===== config.mk =====
export PLATFORM = sky130hd
export DESIGN_NAME = sync_combiner
export DESIGN_NICKNAME = d
export VERILOG_FILES = /design/src/rtl/sync_combiner.sv
export SDC_FILE = /design/constraint.sdc
export NUM_CORES = 1
export LEC_CHECK = 0
export ABC_AREA = 0
export BUFFER_PORTS_ARGS = -buffer_cell sky130_fd_sc_hd__buf_2
export CELL_PAD_IN_SITES_DETAIL_PLACEMENT = 1
export CELL_PAD_IN_SITES_GLOBAL_PLACEMENT = 2
export CORE_ASPECT_RATIO = 0.6
export CORE_MARGIN = 5
export CORE_UTILIZATION = 33
export DETAILED_ROUTE_END_ITERATION = 8
export GPL_ROUTABILITY_DRIVEN = 0
export HOLD_SLACK_MARGIN = 0.15
export MAX_ROUTING_LAYER = met4
export PLACE_DENSITY = 0.73
export SLEW_MARGIN = 40
export SYNTH_ARGS = -nofsm -noshare
export SYNTH_HDL_FRONTEND = slang
export SYNTH_SLANG_ARGS = --single-unit
export TNS_END_PERCENT = 1

===== constraint.sdc =====
create_clock -name clk -period 2.2 [get_ports clk]
set_input_delay 0.22 -clock clk [delete_from_list [all_inputs] [get_ports clk]]
set_output_delay 0.22 -clock clk [all_outputs]
set_load 0.02 [all_outputs]

===== src/rtl/sync_combiner.sv =====
// Merges narrow sync pulses and 8N1 UART characters onto one idle-high line.
// Each sync pulse is followed by its 32-bit index as four little-endian bytes.
module sync_combiner #(
    parameter int CLKS_PER_BIT = 868,
    parameter int SYNC_LEN     = 100,
    parameter int GUARD        = 868
) (
    input  logic        clk,
    input  logic        rstn,
    input  logic        sync_req,
    input  logic [7:0]  tx_data,
    input  logic        tx_valid,
    output logic        tx_ready,
    output logic        sync_line,
    output logic        sync_deferred,
    output logic        sync_drop,
    output logic [31:0] sync_cnt,
    output logic [2:0]  state_dbg
);

    localparam logic [2:0] S_IDLE  = 3'd0;
    localparam logic [2:0] S_SYNC  = 3'd1;
    localparam logic [2:0] S_GUARD = 3'd2;
    localparam logic [2:0] S_START = 3'd3;
    localparam logic [2:0] S_DATA  = 3'd4;
    localparam logic [2:0] S_STOP  = 3'd5;

    localparam int MAX_A = (CLKS_PER_BIT > SYNC_LEN) ? CLKS_PER_BIT : SYNC_LEN;
    localparam int MAX_D = (MAX_A > GUARD) ? MAX_A : GUARD;
    localparam int CW    = $clog2(MAX_D + 1);

    localparam logic [CW-1:0] BIT_LAST   = CW'(CLKS_PER_BIT - 1);
    localparam logic [CW-1:0] SYNC_LAST  = CW'(SYNC_LEN - 1);
    localparam logic [CW-1:0] GUARD_LAST = CW'(GUARD - 1);

    logic [2:0]    state_q, state_d;
    logic [CW-1:0] cnt_q, cnt_d;
    logic [2:0]    bit_q, bit_d;
    logic [7:0]    shift_q, shift_d;
    logic [31:0]   idx_q, idx_d;
    logic [2:0]    left_q, left_d;
    logic          pend_q, pend_d;
    logic [31:0]   sync_cnt_q, sync_cnt_d;
    logic          line_q, line_d;
    logic          def_q, def_d;
    logic          drop_q, drop_d;
    logic          in_char;

    // Handshake: a user byte transfers on a clock edge where tx_valid and
    // tx_ready are both high; the source holds tx_data stable until then.
    assign tx_ready = rstn && (state_q == S_IDLE) && !pend_q && !sync_req && (left_q == 3'd0);
    assign in_char  = (state_q == S_START) || (state_q == S_DATA) || (state_q == S_STOP);

    always_comb begin
        state_d    = state_q;
        cnt_d      = (cnt_q != '0) ? cnt_q - 1'b1 : cnt_q;
        bit_d      = bit_q;
        shift_d    = shift_q;
        idx_d      = idx_q;
        left_d     = left_q;
        pend_d     = pend_q;
        sync_cnt_d = sync_cnt_q;
        line_d     = line_q;
        def_d      = 1'b0;
        drop_d     = 1'b0;

        if (sync_req) begin
            if ((state_q == S_SYNC) || (state_q == S_GUARD)) begin
                drop_d = 1'b1;
            end else if (in_char) begin
                if (pend_q) begin
                    drop_d = 1'b1;
                end else begin
                    pend_d = 1'b1;
                    def_d  = 1'b1;
                end
            end
        end

        case (state_q)
            S_IDLE: begin
                if (sync_req || pend_q) begin
                    state_d    = S_SYNC;
                    line_d     = 1'b0;
                    cnt_d      = SYNC_LAST;
                    idx_d      = sync_cnt_q;
                    sync_cnt_d = sync_cnt_q + 32'd1;
                    left_d     = 3'd4;
                    pend_d     = 1'b0;
                    // Unsent index bytes of the previous sync are overwritten here.
                    drop_d     = (sync_req && pend_q) || (left_q != 3'd0);
                end else if (left_q != 3'd0) begin
                    state_d = S_START;
                    line_d  = 1'b0;
                    cnt_d   = BIT_LAST;
                    shift_d = idx_q[7:0];
                    idx_d   = {8'h00, idx_q[31:8]};
                    left_d  = left_q - 3'd1;
                end else if (tx_valid && tx_ready) begin
                    state_d = S_START;
                    line_d  = 1'b0;
                    cnt_d   = BIT_LAST;
                    shift_d = tx_data;
                end
            end
            S_SYNC: begin
                if (cnt_q == '0) begin
                    state_d = S_GUARD;
                    line_d  = 1'b1;
                    cnt_d   = GUARD_LAST;
                end
            end
            S_GUARD: begin
                if (cnt_q == '0) state_d = S_IDLE;
            end
            S_START: begin
                if (cnt_q == '0) begin
                    state_d = S_DATA;
                    line_d  = shift_q[0];
                    cnt_d   = BIT_LAST;
                    bit_d   = 3'd0;
                end
            end
            S_DATA: begin
                if (cnt_q == '0) begin
                    cnt_d = BIT_LAST;
                    if (bit_q == 3'd7) begin
                        state_d = S_STOP;
                        line_d  = 1'b1;
                    end else begin
                        shift_d = {1'b0, shift_q[7:1]};
                        line_d  = shift_q[1];
                        bit_d   = bit_q + 3'd1;
                    end
                end
            end
            S_STOP: begin
                if (cnt_q == '0) state_d = S_IDLE;
            end
            default: begin
                state_d = S_IDLE;
                line_d  = 1'b1;
            end
        endcase
    end

    always_ff @(posedge clk or negedge rstn) begin
        if (!rstn) begin
            state_q    <= S_IDLE;
            cnt_q      <= '0;
            bit_q      <= 3'd0;
            shift_q    <= 8'h00;
            idx_q      <= 32'd0;
            left_q     <= 3'd0;
            pend_q     <= 1'b0;
            sync_cnt_q <= 32'd0;
            line_q     <= 1'b1;
            def_q      <= 1'b0;
            drop_q     <= 1'b0;
        end else begin
            state_q    <= state_d;
            cnt_q      <= cnt_d;
            bit_q      <= bit_d;
            shift_q    <= shift_d;
            idx_q      <= idx_d;
            left_q     <= left_d;
            pend_q     <= pend_d;
            sync_cnt_q <= sync_cnt_d;
            line_q     <= line_d;
            def_q      <= def_d;
            drop_q     <= drop_d;
        end
    end

    assign sync_line     = line_q;
    assign sync_deferred = def_q;
    assign sync_drop     = drop_q;
    assign sync_cnt      = sync_cnt_q;
    assign state_dbg     = state_q;

endmodule


==> impl_metrics.ini <==
[outcome]
outcome = finished, final reports clean

[synthesis]
synth_xor_area_share_pct = 6.658
synth_mux_area_share_pct = 3.012
synth.top_cells.by_area = dfrtp_1 (50%), nand2_1 (6.6%), a31oi_1 (4.4%)
ys_ff_latch = 95
yosys_warnings = 0
synthArstFlopShare_pct = 100.0
yosys.area_share.adder_pct = 2.114
synth_top_area_share_pct = 49.67
synthFlopType = dfrtp_1
syn_inst = 496
synth-compound-area-share_pct = 12.89
synth_cell_type_count = 50
avgSynthCellArea_um2 = 9.548
synth_top_family_by_area = simple AND/OR/NAND/NOR gates
ys_seq_area_share_pct = 50.22
syn_area_um2 = 4736
synth_top_cell_by_area = dfrtp_1
synth-edff-count = 0
synth.net_count = 516
synth-simple-area-share_pct = 21.16

[timing]
finalSetupViolCount = 0
skew_ns = 0.008917
rsz0062_at_grt = false
min_period_ns = 2.110
drv_slew = 0
finalSetupTns_ns = 0
holdWs_ns = 0.1829
max_freq_mhz = 473.8
tightest_slew_ns = 0.6950
post-route-period-util_pct = 95.93
finalHoldViolations = 0
fin_ws_ns = 0.08953
slew_headroom_pct = 53.36

[place]
placed_cell_area_um2 = 5341
dp_hpwl_um = 10080
place_ws_ns = -0.005725
portBuffers = 50

[worst_setup_path]
endpoint_kind = register
critPathMaxFanout = 19
crit_required_ns = 2.46
crit_arrival_ns = 2.37
cp-start-kind = register
crit_type = reg -> reg

[floorplanning]
io_pins = 51
die_w_um = 164.7
num_rows = 33
core_area_um2 = 13870
fp.dieH_um = 102.8
dieArea_um2 = 16920
start_util_pct = 34.14

[layout]
nets = 579
drive_above_1_share_pct = 21.81
area_growth_syn_to_layout_pct = 20.98
n_antenna_cell = 0
final_area_um2 = 5729
fillers = 1644
area.sequential_um2 = 2379
multi_input_area_um2 = 2222

[drt]
drtPass1Iterations = 4
vias = 3928
drc = 0
routedWlPerCell_um = 18.40
drt_iter0_markers = 183
drt_wl_total_um = 13910
ant_nets = 0
viasPerCell = 5.196

[power]
ir_drop_mv = 0.3329
leakage_nw = 2.659
power.density_nw_per_um2 = 605.2

[clock_network]
clk_pin_slew_worst_paths_ns = 0.07
h-tree-depth = 3
clkLatencyLatePin_ns = 0.34
ctsLongestPathBuffers = 2
cts_sinks = 95
cts_tree = done
numCtsBuffers = 9
root_buffer = clkbuf_16

[grt]
grt_max_degree = 49
grt_overflow = 0
track_usage_pct = 17.94
antenna_found_initial = 0
grt_pass1_vias = 4205
top_usage_layer = met1
grt.met3_usage_pct = 3.316
grtUsageMet1_pct = 26.72
grt_first_pass_wirelength_um = 23120
use_met2_pct = 25.29

[run]
drv_cap = 0

[min_path]
hp-class = in -> reg
## kinds of logic (layout without fill, tap and decap cells)
logic type      Yosys count  count (layout)
fa+ha+maj                 8               8
simple gates            209             209
buf+inv                  43             111
mux                      13              13
flops                    95              95
xor+xnor                 36              36
compound gates           92              92
## stage by stage
stage               util, %  power [mW]  std cells
floorplan                 -       1.828        496
global placement      38.50       1.897        736
detailed placement    38.50       1.900        736
CTS                   40.95       3.522        754
global route          41.30       3.608        756
finish                41.30       3.467        756
## per-layer routing
layer  wire length [µm]  vias to the layer above
li1                   -                     1854
met1               7381                     2007
met2               5931                       56
met3                459                       11
met4                138                        0
met5                  0                        -
## worst max-delay path, stage by stage, from the launching register on
cell,delay [ns]
dfrtp_1,0.40
buf_4,0.21
or3b_2,0.57
buf_4,0.24
o21ai_0,0.24
a21oi_1,0.15
o21ai_0,0.21
## registers in the layout, summed over array words and instances (netlist names)
register,flops
state_dbg,3
cnt_q,10
idx_q,32
pend_q,1
sync_line,1
left_q,3
bit_q,3
shift_q,8
sync_drop,1
sync_cnt,32
sync_deferred,1
## synthesized netlist by cell type, types with 2 or more instances
library cell / n
o21a_1: 2
clkbuf_1: 22
buf_6: 3
o21ai_0: 10
o211ai_1: 2
or3_1: 5
a31oi_1: 33
or3b_2: 2
nand2b_1: 7
and3_1: 4
buf_2: 2
nor2b_1: 4
nand2_1: 83
inv_1: 14
nor3_1: 14
or4_1: 3
buf_1: 2
mux2i_1: 3
a211oi_1: 4
a21o_1: 2
and2_1: 2
nor3b_1: 3
xor2_1: 14
nor4_1: 3
a22o_1: 9
or3_4: 2
nand3_1: 14
and4_1: 3
a22oi_1: 4
o22ai_1: 5
a21oi_1: 11
nor2_1: 48
nor4_2: 4
nand4_1: 6
dfrtp_1: 94
xnor2_1: 22
o221ai_1: 2
ha_1: 8
mux2_2: 10
## path summary, 6_finish.rpt
kind,start,to,slack [ns],cells past startpoint
setup / recovery,state_dbg[1]$_DFFE_PN0P_,cnt_q[8]$_DFF_PN0_,0.09,6
hold / removal,sync_req,sync_deferred$_DFF_PN0_,0.18,3
setup reg to reg,state_dbg[1]$_DFFE_PN0P_,cnt_q[8]$_DFF_PN0_,0.09,6
hold reg to reg,left_q[0]$_DFFE_PN0P_,left_q[0]$_DFFE_PN0P_,0.50,1
max in group asynchronous,rstn,sync_cnt[2]$_DFFE_PN0P_,0.99,4
min in group asynchronous,rstn,cnt_q[7]$_DFF_PN0_,0.55,4
## report_power, final
group	switching, mW	internal (mW)	total (mW)
Clock	0.673	0.918	1.59
Sequential	0.00602	1.75	1.76
Combinational	0.0783	0.0394	0.118
Total	0.758	2.71	3.47
## what timing repair did
action / in CTS / in global routing
endpoints found under the hold margin: 47 / 0
hold buffers: 2 / 0
gates resized for setup: 1 / 8
setup endpoints to repair: 9 / 16
setup buffers: 0 / 2
gates cloned: 0 / 0
## final cells by class
type / instances / area share (%)
repair buffers: 81 / 9.369
inverters: 14 / 0.9172
multi-input cells: 358 / 38.79
clock inverters: 4 / 0.9172
well taps: 192 / 4.193
clock buffers: 12 / 4.302
flip-flops and latches: 95 / 41.52
## placed cells by master, fill, tap and decap left out, types with 6 or more instances in the layout
master | synthesis | routed
a21oi_1 | 11 | 9
a22o_1 | 9 | 9
a31oi_1 | 33 | 33
buf_2 | 2 | 49
buf_4 | 0 | 27
clkbuf_16 | 0 | 9
dfrtp_1 | 94 | 94
ha_1 | 8 | 7
inv_1 | 14 | 14
mux2_2 | 10 | 10
nand2_1 | 83 | 83
nand2b_1 | 7 | 7
nand3_1 | 14 | 14
nand4_1 | 6 | 6
nor2_1 | 48 | 47
nor3_1 | 14 | 14
o21ai_0 | 10 | 10
xnor2_1 | 22 | 22
xor2_1 | 14 | 14
(Power assumes the default switching activity.)
